==> src/rtl/decoder_pipe_arm_if.sv <==
// Fetch-side and execute-side handshake bundle for decoder_pipe_arm.
// The slave modport is the decode stage; the master modport is the surrounding fetch/execute logic.
interface decoder_pipe_arm_if #(
  parameter int ADDR_W = 32,
  parameter int STAT_W = 32
);
  logic              flush;
  logic              in_valid;
  logic              in_ready;
  logic [31:0]       in_code;
  logic [ADDR_W-1:0] in_pc;
  logic              out_valid;
  logic              out_ready;
  logic [4:0]        out_class;
  logic [3:0]        out_cond;
  logic [3:0]        out_rd;
  logic [3:0]        out_rn;
  logic [3:0]        out_rm;
  logic [3:0]        out_rs;
  logic [31:0]       out_code;
  logic [ADDR_W-1:0] out_pc;
  logic [ADDR_W-1:0] out_b_target;
  logic [STAT_W-1:0] stat_insn;
  logic [STAT_W-1:0] stat_stall;

  modport slave (
    input  flush, in_valid, in_code, in_pc, out_ready,
    output in_ready, out_valid, out_class, out_cond, out_rd, out_rn, out_rm, out_rs,
           out_code, out_pc, out_b_target, stat_insn, stat_stall
  );

  modport master (
    output flush, in_valid, in_code, in_pc, out_ready,
    input  in_ready, out_valid, out_class, out_cond, out_rd, out_rn, out_rm, out_rs,
           out_code, out_pc, out_b_target, stat_insn, stat_stall
  );
endinterface

==> src/rtl/decoder_pipe_arm.sv <==
// Registered ARM decode stage: priority-encodes the instruction class, precomputes the branch
// target and buffers results in a DEPTH-entry queue. Optional counters under DECODER_STAT_EN.
module decoder_pipe_arm #(
  parameter int ADDR_W = 32,
  parameter int DEPTH  = 2,
  parameter int STAT_W = 32
) (
  input logic               clk,
  input logic               rst_n,
  decoder_pipe_arm_if.slave bus
);
  localparam int PTR_W = (DEPTH > 1) ? $clog2(DEPTH) : 1;
  localparam int CNT_W = $clog2(DEPTH + 1);

  function automatic logic [4:0] decode_class(input logic [31:0] c);
    logic bx, mrs, msr, msr_flag, mul, mull, swp, ldrh, ldrsb, ldrsh, hw_ok;
    logic [4:0] cls;
    bx       = (c[27:4] == 24'h12fff1);
    mrs      = (c[27:23] == 5'b00010) && (c[21:16] == 6'b001111) && (c[11:0] == 12'h000);
    msr      = (c[27:23] == 5'b00010) && (c[21:4] == 18'h29f00);
    msr_flag = (c[27:26] == 2'b00) && (c[24:23] == 2'b10) && (c[21:12] == 10'h28f) &&
               (c[25] || (c[11:4] == 8'h00));
    mul      = (c[27:22] == 6'b000000) && (c[7:4] == 4'b1001);
    mull     = (c[27:23] == 5'b00001) && (c[7:4] == 4'b1001);
    swp      = (c[27:23] == 5'b00010) && (c[21:20] == 2'b00) && (c[11:4] == 8'h09);
    hw_ok    = (c[27:25] == 3'b000) && (c[22] || (c[11:8] == 4'h0));
    ldrh     = hw_ok && (c[7:4] == 4'b1011);
    ldrsb    = hw_ok && (c[7:4] == 4'b1101);
    ldrsh    = hw_ok && (c[7:4] == 4'b1111);
    cls = 5'd0;
    case (c[27:26])
      2'b00: begin
        // Overlapping encodings in this quadrant; first match wins, data processing is the fallback.
        if (bx)            cls = 5'd1;
        else if (mrs)      cls = 5'd4;
        else if (msr)      cls = 5'd5;
        else if (msr_flag) cls = 5'd6;
        else if (mul)      cls = 5'd7;
        else if (mull)     cls = 5'd8;
        else if (swp)      cls = 5'd14;
        else if (ldrh)     cls = 5'd10;
        else if (ldrsb)    cls = 5'd11;
        else if (ldrsh)    cls = 5'd12;
        else               cls = 5'd0;
      end
      2'b01:   cls = (c[25] && c[4]) ? 5'd19 : 5'd9;
      2'b10:   cls = !c[25] ? 5'd13 : (c[24] ? 5'd3 : 5'd2);
      default: begin
        if (!c[25])      cls = 5'd17;
        else if (c[24])  cls = 5'd15;
        else if (c[4])   cls = 5'd18;
        else             cls = 5'd16;
      end
    endcase
    return cls;
  endfunction

  function automatic logic [ADDR_W-1:0] branch_target(input logic [ADDR_W-1:0] pc,
                                                     input logic [23:0] imm);
    logic signed [31:0] off;
    off = {{6{imm[23]}}, imm, 2'b00};
    return pc + ADDR_W'(8) + off[ADDR_W-1:0];
  endfunction

  function automatic logic [PTR_W-1:0] ptr_next(input logic [PTR_W-1:0] p);
    return (p == PTR_W'(DEPTH - 1)) ? '0 : p + PTR_W'(1);
  endfunction

  logic [CNT_W-1:0]  count_q, count_d;
  logic [PTR_W-1:0]  wr_ptr_q, wr_ptr_d, rd_ptr_q, rd_ptr_d;
  logic              rst_n_q;
  logic [4:0]        class_q [DEPTH];
  logic [31:0]       code_q  [DEPTH];
  logic [ADDR_W-1:0] pc_q    [DEPTH];
  logic [ADDR_W-1:0] tgt_q   [DEPTH];
  logic              push, pop;

  assign bus.in_ready  = (count_q != CNT_W'(DEPTH)) && rst_n_q;
  assign bus.out_valid = (count_q != '0);
  assign push = bus.in_valid && bus.in_ready && !bus.flush;
  assign pop  = bus.out_valid && bus.out_ready && !bus.flush;

  always_comb begin
    count_d  = count_q;
    wr_ptr_d = wr_ptr_q;
    rd_ptr_d = rd_ptr_q;
    if (bus.flush) begin
      count_d  = '0;
      wr_ptr_d = '0;
      rd_ptr_d = '0;
    end else begin
      if (push) wr_ptr_d = ptr_next(wr_ptr_q);
      if (pop)  rd_ptr_d = ptr_next(rd_ptr_q);
      if (push && !pop)      count_d = count_q + CNT_W'(1);
      else if (pop && !push) count_d = count_q - CNT_W'(1);
    end
  end

  // Decode happens on the write side so the head entry drives the outputs straight from registers.
  always_ff @(posedge clk) begin
    rst_n_q <= rst_n;
    if (!rst_n) begin
      count_q  <= '0;
      wr_ptr_q <= '0;
      rd_ptr_q <= '0;
      for (int i = 0; i < DEPTH; i++) begin
        class_q[i] <= '0;
        code_q[i]  <= '0;
        pc_q[i]    <= '0;
        tgt_q[i]   <= '0;
      end
    end else begin
      count_q  <= count_d;
      wr_ptr_q <= wr_ptr_d;
      rd_ptr_q <= rd_ptr_d;
      if (push) begin
        class_q[wr_ptr_q] <= decode_class(bus.in_code);
        code_q[wr_ptr_q]  <= bus.in_code;
        pc_q[wr_ptr_q]    <= bus.in_pc;
        tgt_q[wr_ptr_q]   <= branch_target(bus.in_pc, bus.in_code[23:0]);
      end
    end
  end

  assign bus.out_class    = class_q[rd_ptr_q];
  assign bus.out_code     = code_q[rd_ptr_q];
  assign bus.out_cond     = code_q[rd_ptr_q][31:28];
  assign bus.out_rn       = code_q[rd_ptr_q][19:16];
  assign bus.out_rd       = code_q[rd_ptr_q][15:12];
  assign bus.out_rs       = code_q[rd_ptr_q][11:8];
  assign bus.out_rm       = code_q[rd_ptr_q][3:0];
  assign bus.out_pc       = pc_q[rd_ptr_q];
  assign bus.out_b_target = tgt_q[rd_ptr_q];

`ifdef DECODER_STAT_EN
  function automatic logic [STAT_W-1:0] sat_inc(input logic [STAT_W-1:0] v);
    return (&v) ? v : v + STAT_W'(1);
  endfunction

  logic [STAT_W-1:0] stat_insn_q, stat_stall_q;

  // Counters survive flush; only reset clears them.
  always_ff @(posedge clk) begin
    if (!rst_n) begin
      stat_insn_q  <= '0;
      stat_stall_q <= '0;
    end else begin
      if (push) stat_insn_q <= sat_inc(stat_insn_q);
      if (bus.out_valid && !bus.out_ready) stat_stall_q <= sat_inc(stat_stall_q);
    end
  end

  assign bus.stat_insn  = stat_insn_q;
  assign bus.stat_stall = stat_stall_q;
`else
  assign bus.stat_insn  = {STAT_W{1'b0}};
  assign bus.stat_stall = {STAT_W{1'b0}};
`endif
endmodule
==> src/flat_wrapper.sv <==
// flat-port wrapper written by rule: the top's interface ports become plain ports
module decoder_pipe_arm_flat 
#(
  parameter int ADDR_W = 32,
  parameter int DEPTH  = 2,
  parameter int STAT_W = 32
)
  (clk, rst_n, bus_flush, bus_in_valid, bus_in_code, bus_in_pc, bus_out_ready, bus_in_ready, bus_out_valid, bus_out_class, bus_out_cond, bus_out_rd, bus_out_rn, bus_out_rm, bus_out_rs, bus_out_code, bus_out_pc, bus_out_b_target, bus_stat_insn, bus_stat_stall);
  decoder_pipe_arm_if #(.ADDR_W(ADDR_W), .STAT_W(STAT_W)) bus_i ();
  input logic clk;
  input logic rst_n;
  input wire logic [$bits(bus_i.flush)-1:0] bus_flush;
  input wire logic [$bits(bus_i.in_valid)-1:0] bus_in_valid;
  input wire logic [$bits(bus_i.in_code)-1:0] bus_in_code;
  input wire logic [$bits(bus_i.in_pc)-1:0] bus_in_pc;
  input wire logic [$bits(bus_i.out_ready)-1:0] bus_out_ready;
  output wire logic [$bits(bus_i.in_ready)-1:0] bus_in_ready;
  output wire logic [$bits(bus_i.out_valid)-1:0] bus_out_valid;
  output wire logic [$bits(bus_i.out_class)-1:0] bus_out_class;
  output wire logic [$bits(bus_i.out_cond)-1:0] bus_out_cond;
  output wire logic [$bits(bus_i.out_rd)-1:0] bus_out_rd;
  output wire logic [$bits(bus_i.out_rn)-1:0] bus_out_rn;
  output wire logic [$bits(bus_i.out_rm)-1:0] bus_out_rm;
  output wire logic [$bits(bus_i.out_rs)-1:0] bus_out_rs;
  output wire logic [$bits(bus_i.out_code)-1:0] bus_out_code;
  output wire logic [$bits(bus_i.out_pc)-1:0] bus_out_pc;
  output wire logic [$bits(bus_i.out_b_target)-1:0] bus_out_b_target;
  output wire logic [$bits(bus_i.stat_insn)-1:0] bus_stat_insn;
  output wire logic [$bits(bus_i.stat_stall)-1:0] bus_stat_stall;
  assign bus_i.flush = bus_flush;
  assign bus_i.in_valid = bus_in_valid;
  assign bus_i.in_code = bus_in_code;
  assign bus_i.in_pc = bus_in_pc;
  assign bus_i.out_ready = bus_out_ready;
  assign bus_in_ready = bus_i.in_ready;
  assign bus_out_valid = bus_i.out_valid;
  assign bus_out_class = bus_i.out_class;
  assign bus_out_cond = bus_i.out_cond;
  assign bus_out_rd = bus_i.out_rd;
  assign bus_out_rn = bus_i.out_rn;
  assign bus_out_rm = bus_i.out_rm;
  assign bus_out_rs = bus_i.out_rs;
  assign bus_out_code = bus_i.out_code;
  assign bus_out_pc = bus_i.out_pc;
  assign bus_out_b_target = bus_i.out_b_target;
  assign bus_stat_insn = bus_i.stat_insn;
  assign bus_stat_stall = bus_i.stat_stall;
  decoder_pipe_arm #(.ADDR_W(ADDR_W), .DEPTH(DEPTH), .STAT_W(STAT_W)) u_core (.clk(clk), .rst_n(rst_n), .bus(bus_i));
endmodule
==> config.mk <==
export PLATFORM = sky130hd
export DESIGN_NAME = decoder_pipe_arm_flat
export DESIGN_NICKNAME = d
export VERILOG_FILES = /design/src/rtl/decoder_pipe_arm_if.sv /design/src/rtl/decoder_pipe_arm.sv /design/src/flat_wrapper.sv
export SDC_FILE = /design/constraint.sdc
export NUM_CORES = 1
export LEC_CHECK = 0
export ABC_AREA = 1
export BUFFER_PORTS_ARGS = -buffer_cell sky130_fd_sc_hd__buf_2
export CAP_MARGIN = 20
export CORE_MARGIN = 8
export CORE_UTILIZATION = 35
export CTS_BUF_LIST = sky130_fd_sc_hd__clkbuf_2 sky130_fd_sc_hd__clkbuf_4 sky130_fd_sc_hd__clkbuf_8
export CTS_CLUSTER_SIZE = 20
export DETAILED_ROUTE_END_ITERATION = 8
export REMOVE_ABC_BUFFERS = 1
export SLEW_MARGIN = 20
export SYNTH_ARGS = -nofsm -noshare
export SYNTH_HDL_FRONTEND = slang
export SYNTH_SLANG_ARGS = --single-unit
==> constraint.sdc <==
create_clock -name clk -period 5.07 [get_ports clk]
set_input_delay 0.7605 -clock clk [delete_from_list [all_inputs] [get_ports clk]]
set_output_delay 0.7605 -clock clk [all_outputs]
set_load 0.02 [all_outputs]
==> impl_results.md, run 1 <==
- Leakage dissipation: 6.675 nW
- Fin. Hold Viols: 0
- Final Cycle Share: 63.45%
- Result of the run: completed
- Synth-to-layout area growth: 14.03%
- Slew Limit Fails: 0
- Data required time at the worst endpoint: 4310 ps
- Count of nets left with antenna violations after detail routing: 0
- Worst slew pin tran: 943.4 ps
- Cell taking the most area after synthesis: sky130_fd_sc_hd__edfxtp_1
- Detail Placement HPWL: 23880 um
- Most instantiated cells after synthesis: sky130_fd_sc_hd__nor2_1 (232), sky130_fd_sc_hd__nand2_1 (226), sky130_fd_sc_hd__edfxtp_1 (198)
- Die area: 40910 sq um
- Dominant register cell in the synthesized netlist: sky130_fd_sc_hd__edfxtp_1
- H-Tree Depth: 2
- Vertical die dimension: 202.3 um
- Post-route core utilization: 40.28%
- Fin nets: 1591
- Clock latency at the later pin of the worst-skew pair: 540 ps
- Worst setup path class: flip-flop to primary output
- Most frequently used cell type in the post-synthesis netlist: sky130_fd_sc_hd__nor2_1
- Final period demand of the worst path: 3217 ps
- Largest buffer count on any clock path: 3
- Clock tree from TritonCTS: done
- Violation count after the first detailed-route iteration: 481
- Fin Setup TNS: 0 ps
- Number of remaining DRC errors: 0
- Number of fill cells in the layout: 3473
- DR WL/cell: 16.54 um
- Fraction of final layout cells with drive strength greater than 1: 26.28%
- Unrepaired setup endpoints after global routing: false
- Width of the chip: 202.3 um
- Type of element capturing the critical path: primary output
- Post-synth EDFFs: 198
- Post-Syn Instances: 1282
- Global-route wire length before repair: 49780 um
- Critical path arrival: 2460 ps
- Via count of the first global-routing pass: 9092
- Multi-input gate area in the final layout: 4875 sq um
- Worst hold-check slack: 429.0 ps
- Warning count from the yosys run: 0
- Number of cells in the finished layout apart from fillers: 1944
- Largest cells by area after synthesis: sky130_fd_sc_hd__edfxtp_1 (49%), sky130_fd_sc_hd__mux2_2 (9.2%), sky130_fd_sc_hd__nor2_1 (7.2%)
- Number of placement rows: 68
- Number of max-cap violations: 0
- Routability cong.: 0.8902
- Power density normalized to cell area: 299.6 nW/um^2
- Clock sink count: 204
- Global-route congestion overflow total: 0
- Post-CTS Resized: 0
- Post-CTS Repair Setup Buffers: 0
- Sequential cell area: 6070 sq um
- Number of port buffers: 191
- Top fanout value on the critical path: 46
- Fmax: 310.9 MHz
- Ratio of routed vias to standard cells: 4.535
- Global Route Usage Sum: 15.31%
- Inserted Clock Buffers: 35
- 1st-pass router iterations: 5
- Post-synthesis instance area: 12140 sq um
- Area share of the leading cell type in the synthesized netlist: 48.96%
- Rel. slew slack: 37.11%
- Clock-pin slew on the worst setup and hold paths: 60 ps
- Via count: 8817
- Placed Cells: 1881
- Yosys reg bits: 204
- Initial Util: 35.33%
- Largest vdd supply drop: 0.0001281 V
- Share of async-settable or async-resettable flops after synthesis: 0%
- Power after layout: 4.149 mW
- Distinct cells, synth: 34
- Number of antenna violations at the first check in global routing: 2
- Average cell area after synthesis: 9.472 sq um
- Core Footprint: 34370 sq um
- Sequential cell area fraction in the yosys report: 49.95%
- Number of top-level pins: 256
- Number of buffers inserted by hold repair at cts: 0
- Hold Crit Class: primary input to flip-flop
- Type of element launching the critical path: flip-flop
- Largest net degree at the start of global routing: 72
- Count of endpoints failing setup in the final report: 0
- Total length of routed wires: 32150 um
- Layout Skew: 8.110 ps
- CTS Root Buffer Type: sky130_fd_sc_hd__clkbuf_8
==> stage by stage <==
step                      worst slack, ps  instance area, sq um
after CTS                            1777                 13840
after detailed placement             1778                 13190
final                                1853                 13850
after floorplan                     275.2                 11580
after global routing                 1697                 13850
after global placement               1823                 13190
==> state kept, by name, summed over array words and instances (netlist names), named ones only <==
| register | cells |
|---|---|
| u_core.code_q | 64 |
| u_core.pc_q | 64 |
| u_core.tgt_q | 60 |
| u_core.class_q | 10 |
| u_core.count_q | 2 |
| u_core.rd_ptr_q | 1 |
| u_core.rst_n_q | 1 |
| u_core.wr_ptr_q | 1 |
==> per-layer routing <==
metal	up-vias	share of wire, %	wire length (um)	track usage, %
met5	-	0.040	13	0
met4	2	2.1	684	4.507
met3	48	7.5	2415	4.307
met2	272	48	15340	26.09
met1	4089	43	13700	18.61
li1	4406	-	-	-
==> layout make-up <==
| type | instances | area share [%] |
|---|---|---|
| sequential | 204 | 43.83 |
| multi-input combinational | 850 | 35.20 |
| timing repair buffer | 198 | 7.373 |
| inverter | 174 | 4.753 |
| clock buffer | 49 | 4.283 |
| tap | 455 | 4.111 |
| clock inverter | 13 | 0.4247 |
| antenna | 1 | 0.01807 |
==> cell usage in the layout, fill, tap and decap left out, types with 11 or more instances in the layout <==
| master | n |
|---|---|
| sky130_fd_sc_hd__mux2_2 | 99 |
| sky130_fd_sc_hd__xnor2_1 | 11 |
| sky130_fd_sc_hd__nand3_1 | 48 |
| sky130_fd_sc_hd__nor2_2 | 21 |
| sky130_fd_sc_hd__a21oi_1 | 26 |
| sky130_fd_sc_hd__nand4_1 | 20 |
| sky130_fd_sc_hd__nor2_1 | 232 |
| sky130_fd_sc_hd__clkbuf_8 | 36 |
| sky130_fd_sc_hd__conb_1 | 64 |
| sky130_fd_sc_hd__inv_1 | 169 |
| sky130_fd_sc_hd__edfxtp_1 | 198 |
| sky130_fd_sc_hd__ha_1 | 58 |
| sky130_fd_sc_hd__clkbuf_4 | 13 |
| sky130_fd_sc_hd__nand2_1 | 224 |
| sky130_fd_sc_hd__buf_2 | 191 |
==> path summary, 6_finish.rpt <==
check                                        from            endpoint  slack, ps  cells after the start
worst max-delay path                    flip-flop    bus_out_code[17]       1850                      3
worst min-delay path                        rst_n      u_core.rst_n_q        430                      1
worst max register to register  u_core.count_q[0]  u_core.tgt_q[1][6]       2630                      7
worst min register to register    u_core.rd_ptr_q           flip-flop        470                      2
==> kinds of logic after synthesis <==
| family | after synthesis | synth area share [%] |
|---|---|---|
| AOI/OAI and AO/OA | 40 | 1.824 |
| and+or+nand+nor | 573 | 19.81 |
| other | 1 | 0.03088 |
| DFF | 204 | 49.95 |
| muxes | 99 | 9.181 |
| adders and majority gates | 59 | 6.141 |
| xor gates and xnor gates | 15 | 1.082 |
| buffers and inverters | 291 | 11.97 |
==> power breakdown <==
part	total, mW	leakage [nW]	internal [mW]	switching (mW)
combinational	0.783	4.23	0.244	0.539
clock	1.42	0.343	0.755	0.669
sequential	1.94	2.10	1.92	0.0186
total	4.15	6.68	2.92	1.23
==> worst max-delay path: stages, from the launching register on <==
cell and delay, ps:
sky130_fd_sc_hd__dfxtp_4 800, sky130_fd_sc_hd__buf_4 500, sky130_fd_sc_hd__mux2_2 410, sky130_fd_sc_hd__buf_2 170
No activity file was read; power rests on OpenSTA's default activity.
==> run 2: changes to the inputs <==
clock period = 2.8 ns   (was 5.07 ns; I/O delays follow)
==> run 2 against run 1 <==
Core utilization grew 0.71 points. Routed wire length increased by 1.9%. Worst hold slack got worse by 330 ps. Critical path depth stayed put. Final area up 1.8%. Clock power rose by 100%. Die area unchanged. Sequential power up 81%. Sequential share of layout area is 0.76 points lower. Clock-buffer cell count rose by 7. Largest cell class unchanged. Highest routed layer unchanged.
==> impl_results.md, run 2 (synthesized netlist as in run 1, its figures left out) <==
- Ratio of routed vias to standard cells: 4.583
- Internal Dissipation: 5.552 mW
- H-Tree Depth: 2
- Number of max-cap violations: 0
- Vertical die dimension: 202.3 um
- Initial Util: 35.33%
- Largest net degree at the start of global routing: 99
- Number of top-level pins: 256
- Worst hold stages: 1
- Result of the run: completed
- DR WL/cell: 16.75 um
- Number of remaining DRC errors: 0
- Critical path arrival: 1980 ps
- Leakage dissipation: 6.816 nW
- Power after layout: 7.813 mW
- Unrepaired setup endpoints after global routing: false
- Worst slack, placed: 12.20 ps
- Met3 Resource Use GR: 3.682%
- Global-route wire length before repair: 50970 um
- Inserted Clock Buffers: 37
- Data required time at the worst endpoint: 2380 ps
- Min-Delay Startpoint: rst_n
- Layout Skew: 15.75 ps
- Count of endpoints failing setup in the final report: 0
- Count of nets left with antenna violations after detail routing: 0
- Commonest non-fill, non-tap cell in the layout: sky130_fd_sc_hd__nor2_1
- Number of antenna violations at the first check in global routing: 2
- Number of placement rows: 68
- Fin nets: 1606
- Fraction of met1 tracks used by global routing: 19.38%
- Number of port buffers: 191
- Worst slew pin tran: 575.6 ps
- Clock sink count: 204
- Endpoint of the worst register-to-register path: u_core.tgt_q[0][3]
- Global-route congestion overflow total: 0
- Number of cells on the worst reg-to-reg path: 7
- Number of buffers inserted by hold repair at cts: 0
- Width of the chip: 202.3 um
- Die area: 40910 sq um
- Part of the total power dissipated in combinational logic: 18.6%
- Clock tree from TritonCTS: done
- Most used cells in the layout excluding fill and tap cells: sky130_fd_sc_hd__nor2_1 (232), sky130_fd_sc_hd__nand2_1 (224), sky130_fd_sc_hd__edfxtp_1 (198), sky130_fd_sc_hd__buf_2 (191), sky130_fd_sc_hd__inv_1 (169)
- Slew Limit Fails: 0
- Power density normalized to cell area: 554.4 nW/um^2
- Fraction of power consumed by the clock network: 36.4%
- Core Footprint: 34370 sq um
- Global Route Usage Sum: 15.65%
- Grt peak-use layer: met2
- Switching part of the total power: 28.94%
- Net switching component of the power: 2.261 mW
- Via count: 8965
- R2R Setup Slk: 950 ps
- Largest vdd supply drop: 0.0002302 V
- Final Cycle Share: 85.60%
- Total length of routed wires: 32760 um
- Worst setup slack after layout: 403.1 ps
- Number of fill cells in the layout: 3477
- Worst setup path class: flip-flop to primary output
- Fin Setup TNS: 0 ps
- Final period demand of the worst path: 2397 ps
- Fmax: 417.2 MHz
- Post-CTS Resized: 0
- Routability cong.: 0.9240
- Worst hold-check slack: 99.99 ps
- Endpoint of the worst hold-timing path: u_core.rst_n_q
- Post-CTS Repair Setup Buffers: 0
- Largest regs: u_core.code_q: 64 flops, u_core.pc_q: 64 flops, u_core.tgt_q: 60 flops
- CTS Root Buffer Type: sky130_fd_sc_hd__clkbuf_8
- Type of element launching the critical path: flip-flop
- Sequential Power Share: 45.0%
- Type of element capturing the critical path: primary output
- 1st-pass router iterations: 5
- Source of the worst register-to-register timing path: u_core.count_q[0]
- Placed Cells: 1894
- Synth-to-layout area growth: 16.05%
- Detail Placement HPWL: 24000 um
- Fraction of final layout cells with drive strength greater than 1: 27.53%
- Grt met2 use: 26.63%
- Clock-pin slew on the worst setup and hold paths: 60 ps
- Largest buffer count on any clock path: 3
- Hold Crit Class: primary input to flip-flop
- Via count of the first global-routing pass: 9412
- Top fanout value on the critical path: 32
- Fin. Hold Viols: 0
- Rel. slew slack: 61.62%
- Clock latency at the later pin of the worst-skew pair: 530 ps
- Number of cells in the finished layout apart from fillers: 1956
- Violation count after the first detailed-route iteration: 358
-- run 2: cell types whose count changed in the layout (fill, tap and decap cells not counted), sizes merged --
cell      before  now
buf          198  211
clkinv        11    2
clkbuf        49   56
bufinv         0    1
clkinvlp       1    0
inv          175  176
-- run 2: per-layer routing --
metal,vias up,wire (um)
li1,4425,-
met1,4233,14440
met2,250,15750
met3,55,1824
met4,2,728
met5,-,12
-- run 2: layout make-up --
| type | count | area (sq um) | share of cell area (%) |
|---|---|---|---|
| Sequential cell | 204 | 6070 | 43.07 |
| Multi-Input combinational cell | 850 | 4875 | 34.59 |
| Timing Repair Buffer | 211 | 1194 | 8.470 |
| Clock buffer | 56 | 664.4 | 4.715 |
| Inverter | 174 | 658.1 | 4.670 |
| Tap cell | 455 | 569.3 | 4.040 |
| Clock inverter | 5 | 60.06 | 0.4262 |
| Antenna cell | 1 | 2.502 | 0.01776 |
-- run 2: worst max-delay path, cell delays in order, from the launching register on --
cell and delay, ps:
sky130_fd_sc_hd__dfxtp_4 590, sky130_fd_sc_hd__buf_12 270, sky130_fd_sc_hd__mux2_2 390, sky130_fd_sc_hd__buf_2 170
-- run 2: power groups by stage --
| stage | logic (mW) | registers (mW) | clock network (mW) |
|---|---|---|---|
| floorplan | 0.960 | 3.58 | 0 |
| global placement | 1.46 | 3.57 | 0 |
| detailed placement | 1.46 | 3.58 | 0 |
| CTS | 1.47 | 3.51 | 2.95 |
| global route | 1.61 | 3.52 | 3.05 |
| finish | 1.45 | 3.51 | 2.85 |
-- run 2: worst max-delay path by stage --
stage	startpoint	to	slack (ps)
6_report	flip-flop	bus_out_code[11]	400
5_1_grt	flip-flop	bus_out_pc[31]	290
4_1_cts	flip-flop	bus_out_pc[31]	310
3_5_place_dp	bus_in_pc[3]	u_core.tgt_q[1][25]	10
3_3_place_gp	bus_in_code[1]	u_core.tgt_q[1][25]	40
2_1_floorplan	u_core.count_q[0]	u_core.class_q[0][0]	-1670
-- run 2: stage by stage --
stage	util, %	area, sq um
after detailed placement	38.88	13370
final	41.00	14090
after global placement	38.88	13370
after floorplan	-	11580
after CTS	40.99	14090
after global routing	41.00	14090
==> run 3: changes to the inputs <==
clock period = 2.4 ns   (was 2.8 ns; I/O delays follow)
==> run 3 against run 2 <==
Power is 18% higher. Register-to-register slack worse by 390 ps. Non-clock buffer count is 62 higher. Core utilization is 1.5 points higher. Critical path depth stayed put. Sequential share of layout area is 1.5 points lower. First-iteration DRC count is 15% higher. Critical endpoint is now bus_out_b_target[24]. Largest cell class unchanged.
==> impl_results.md, run 3 (synthesized netlist as in run 1, its figures left out) <==
- Result of the run: completed
- Worst setup slack after layout: 179.3 ps
- CTS Root Buffer Type: sky130_fd_sc_hd__clkbuf_8
- Inserted Clock Buffers: 37
- 1st-pass router iterations: 5
- Fraction of power consumed by the clock network: 35.2%
- DR WL/cell: 16.33 um
- Layout Skew: 20.19 ps
- Die area: 40910 sq um
- Grt peak-use layer: met2
- Hold Crit Class: primary input to flip-flop
- Number of antenna violations at the first check in global routing: 2
- Met3 Resource Use GR: 3.730%
- Part of the total power dissipated in combinational logic: 20.4%
- Width of the chip: 202.3 um
- Worst slew pin tran: 582.2 ps
- Slew Limit Fails: 0
- Placement Cell Area: 13860 sq um
- Clock-pin slew on the worst setup and hold paths: 60 ps
- Violation count after the first detailed-route iteration: 413
- Unrepaired setup endpoints after global routing: false
- Number of remaining DRC errors: 0
- Number of max-cap violations: 0
- Worst setup path class: flip-flop to primary output
- Largest buffer count on any clock path: 3
- Final Cycle Share: 92.53%
- Post-CTS Repair Setup Buffers: 0
- Commonest non-fill, non-tap cell in the layout: sky130_fd_sc_hd__nor2_1
- Net switching component of the power: 2.687 mW
- Top fanout value on the critical path: 26
- H-Tree Depth: 2
- Final period demand of the worst path: 2221 ps
- Detail Placement HPWL: 24530 um
- Fin. Hold Viols: 0
- Clock tree from TritonCTS: done
- Synth-to-layout area growth: 20.17%
- Internal Dissipation: 6.521 mW
- Number of buffers inserted by hold repair at cts: 1
- Sequential Power Share: 44.5%
- Min-Delay Startpoint: bus_flush
- Source of the worst register-to-register timing path: u_core.count_q[1]
- Fraction of final layout cells with drive strength greater than 1: 29.80%
- Clock sink count: 204
- Fin nets: 1668
- Post-CTS Resized: 0
- Leakage dissipation: 7.113 nW
- Largest net degree at the start of global routing: 99
- Endpoint of the worst register-to-register path: u_core.count_q[1]
- Crit path depth: 3
- Largest regs: u_core.code_q: 64 flops, u_core.pc_q: 64 flops, u_core.tgt_q: 60 flops
- Via count of the first global-routing pass: 9361
- Global Route Usage Sum: 15.53%
- Cells traversed along the worst timing path: buf_4, mux2_2, buf_2
- Rel. slew slack: 61.19%
- Count of nets left with antenna violations after detail routing: 0
- Ratio of routed vias to standard cells: 4.500
- Number of port buffers: 191
- Slowest Stage Delay on Critical Path: 410 ps
- Total length of routed wires: 33060 um
- Type of element launching the critical path: flip-flop
- Cell class contributing the biggest share of worst-path delay: buffers and inverters
- Grt met2 use: 26.53%
- Fraction of met1 tracks used by global routing: 19.23%
- Power density normalized to cell area: 631.0 nW/um^2
- Fmax: 450.3 MHz
- Critical path arrival: 1860 ps
- Worst hold stages: 4
- Count of endpoints failing setup in the final report: 0
- Initial Util: 35.33%
- Via count: 9107
- Post-route core utilization: 42.45%
- Number of placement rows: 68
- Routability cong.: 0.8686
- Number of top-level pins: 256
- Number of cells on the worst reg-to-reg path: 9
- Combined buffer and inverter count along the critical path: 2
- Post-route cell area: 14590 sq um
- R2R Setup Slk: 560 ps
- Worst slack, placed: -378.0 ps
- Type of element capturing the critical path: primary output
- Vertical die dimension: 202.3 um
- Largest vdd supply drop: 0.0002598 V
- Global-route congestion overflow total: 0
- Data required time at the worst endpoint: 2040 ps
- Endpoint of the worst hold-timing path: u_core.wr_ptr_q
- Core Footprint: 34370 sq um
- Switching part of the total power: 29.18%
- Master of the slowest instance on the critical path: sky130_fd_sc_hd__mux2_2
- Most used cells in the layout excluding fill and tap cells: sky130_fd_sc_hd__nor2_1 (232), sky130_fd_sc_hd__nand2_1 (224), sky130_fd_sc_hd__edfxtp_1 (198), sky130_fd_sc_hd__buf_2 (191), sky130_fd_sc_hd__inv_1 (169)
- Clock latency at the later pin of the worst-skew pair: 540 ps
- Global-route wire length before repair: 50380 um
## run 3: cell types whose count changed in the layout (fill, tap and decap cells not counted), moves of 2 or more
cell	previous run	this run
sky130_fd_sc_hd__buf_4	13	71
sky130_fd_sc_hd__clkinv_1	0	12
sky130_fd_sc_hd__clkbuf_4	17	7
sky130_fd_sc_hd__buf_12	7	10
sky130_fd_sc_hd__clkinv_2	2	5
sky130_fd_sc_hd__clkbuf_8	39	37
## run 3: power by group through the flow
stage | sequential [mW] | clock, mW | combinational, mW
floorplan | 4.18 | 0 | 1.12
global placement | 4.16 | 0 | 1.87
detailed placement | 4.17 | 0 | 1.88
CTS | 4.10 | 3.35 | 1.89
global route | 4.11 | 3.48 | 2.07
finish | 4.09 | 3.24 | 1.88
## run 3: area by class of cell
| type | count | area [sq um] |
|---|---|---|
| diodes | 2 | 5.005 |
| clock buffers | 44 | 561.8 |
| clock inverters | 22 | 155.1 |
| fillers | 3456 | 19780 |
| inverters | 174 | 658.1 |
| multi-input cells | 850 | 4875 |
| flip-flops and latches | 204 | 6070 |
| well taps | 455 | 569.3 |
| repair buffers | 273 | 1699 |
## run 3: worst max path at each step
stage,endpoint,startpoint
CTS,bus_out_code[19],flip-flop
floorplan,u_core.class_q[0][0],u_core.count_q[0]
global placement,u_core.tgt_q[1][25],bus_in_pc[3]
finish,bus_out_b_target[24],flip-flop
global route,u_core.tgt_q[1][17],bus_in_pc[3]
detailed placement,u_core.tgt_q[1][17],bus_in_pc[3]
## run 3: worst min-delay path, delay by kind of cell
family / cells / cell delay, ps
compound gates: 1 / 30
buf+inv: 1 / 100
simple gates: 2 / 120
## run 3: metal layers
layer / vias to the layer above / wire length (um)
met5: - / 0
met4: 0 / 798
met3: 46 / 2158
met2: 262 / 15800
met1: 4253 / 14300
li1: 4546 / -
## run 3: through the flow
step | cells | total power [mW] | setup TNS (ps) | hold WS, ps
finish | 2024 | 9.208 | 0 | 125.4
global route | 2023 | 9.655 | 0 | 122.5
CTS | 2022 | 9.336 | 0 | 89.31
detailed placement | 1955 | 6.050 | -6801 | 468.5
global placement | 1955 | 6.034 | -5716 | 453.6
floorplan | 1228 | 5.300 | -525910 | 387.7
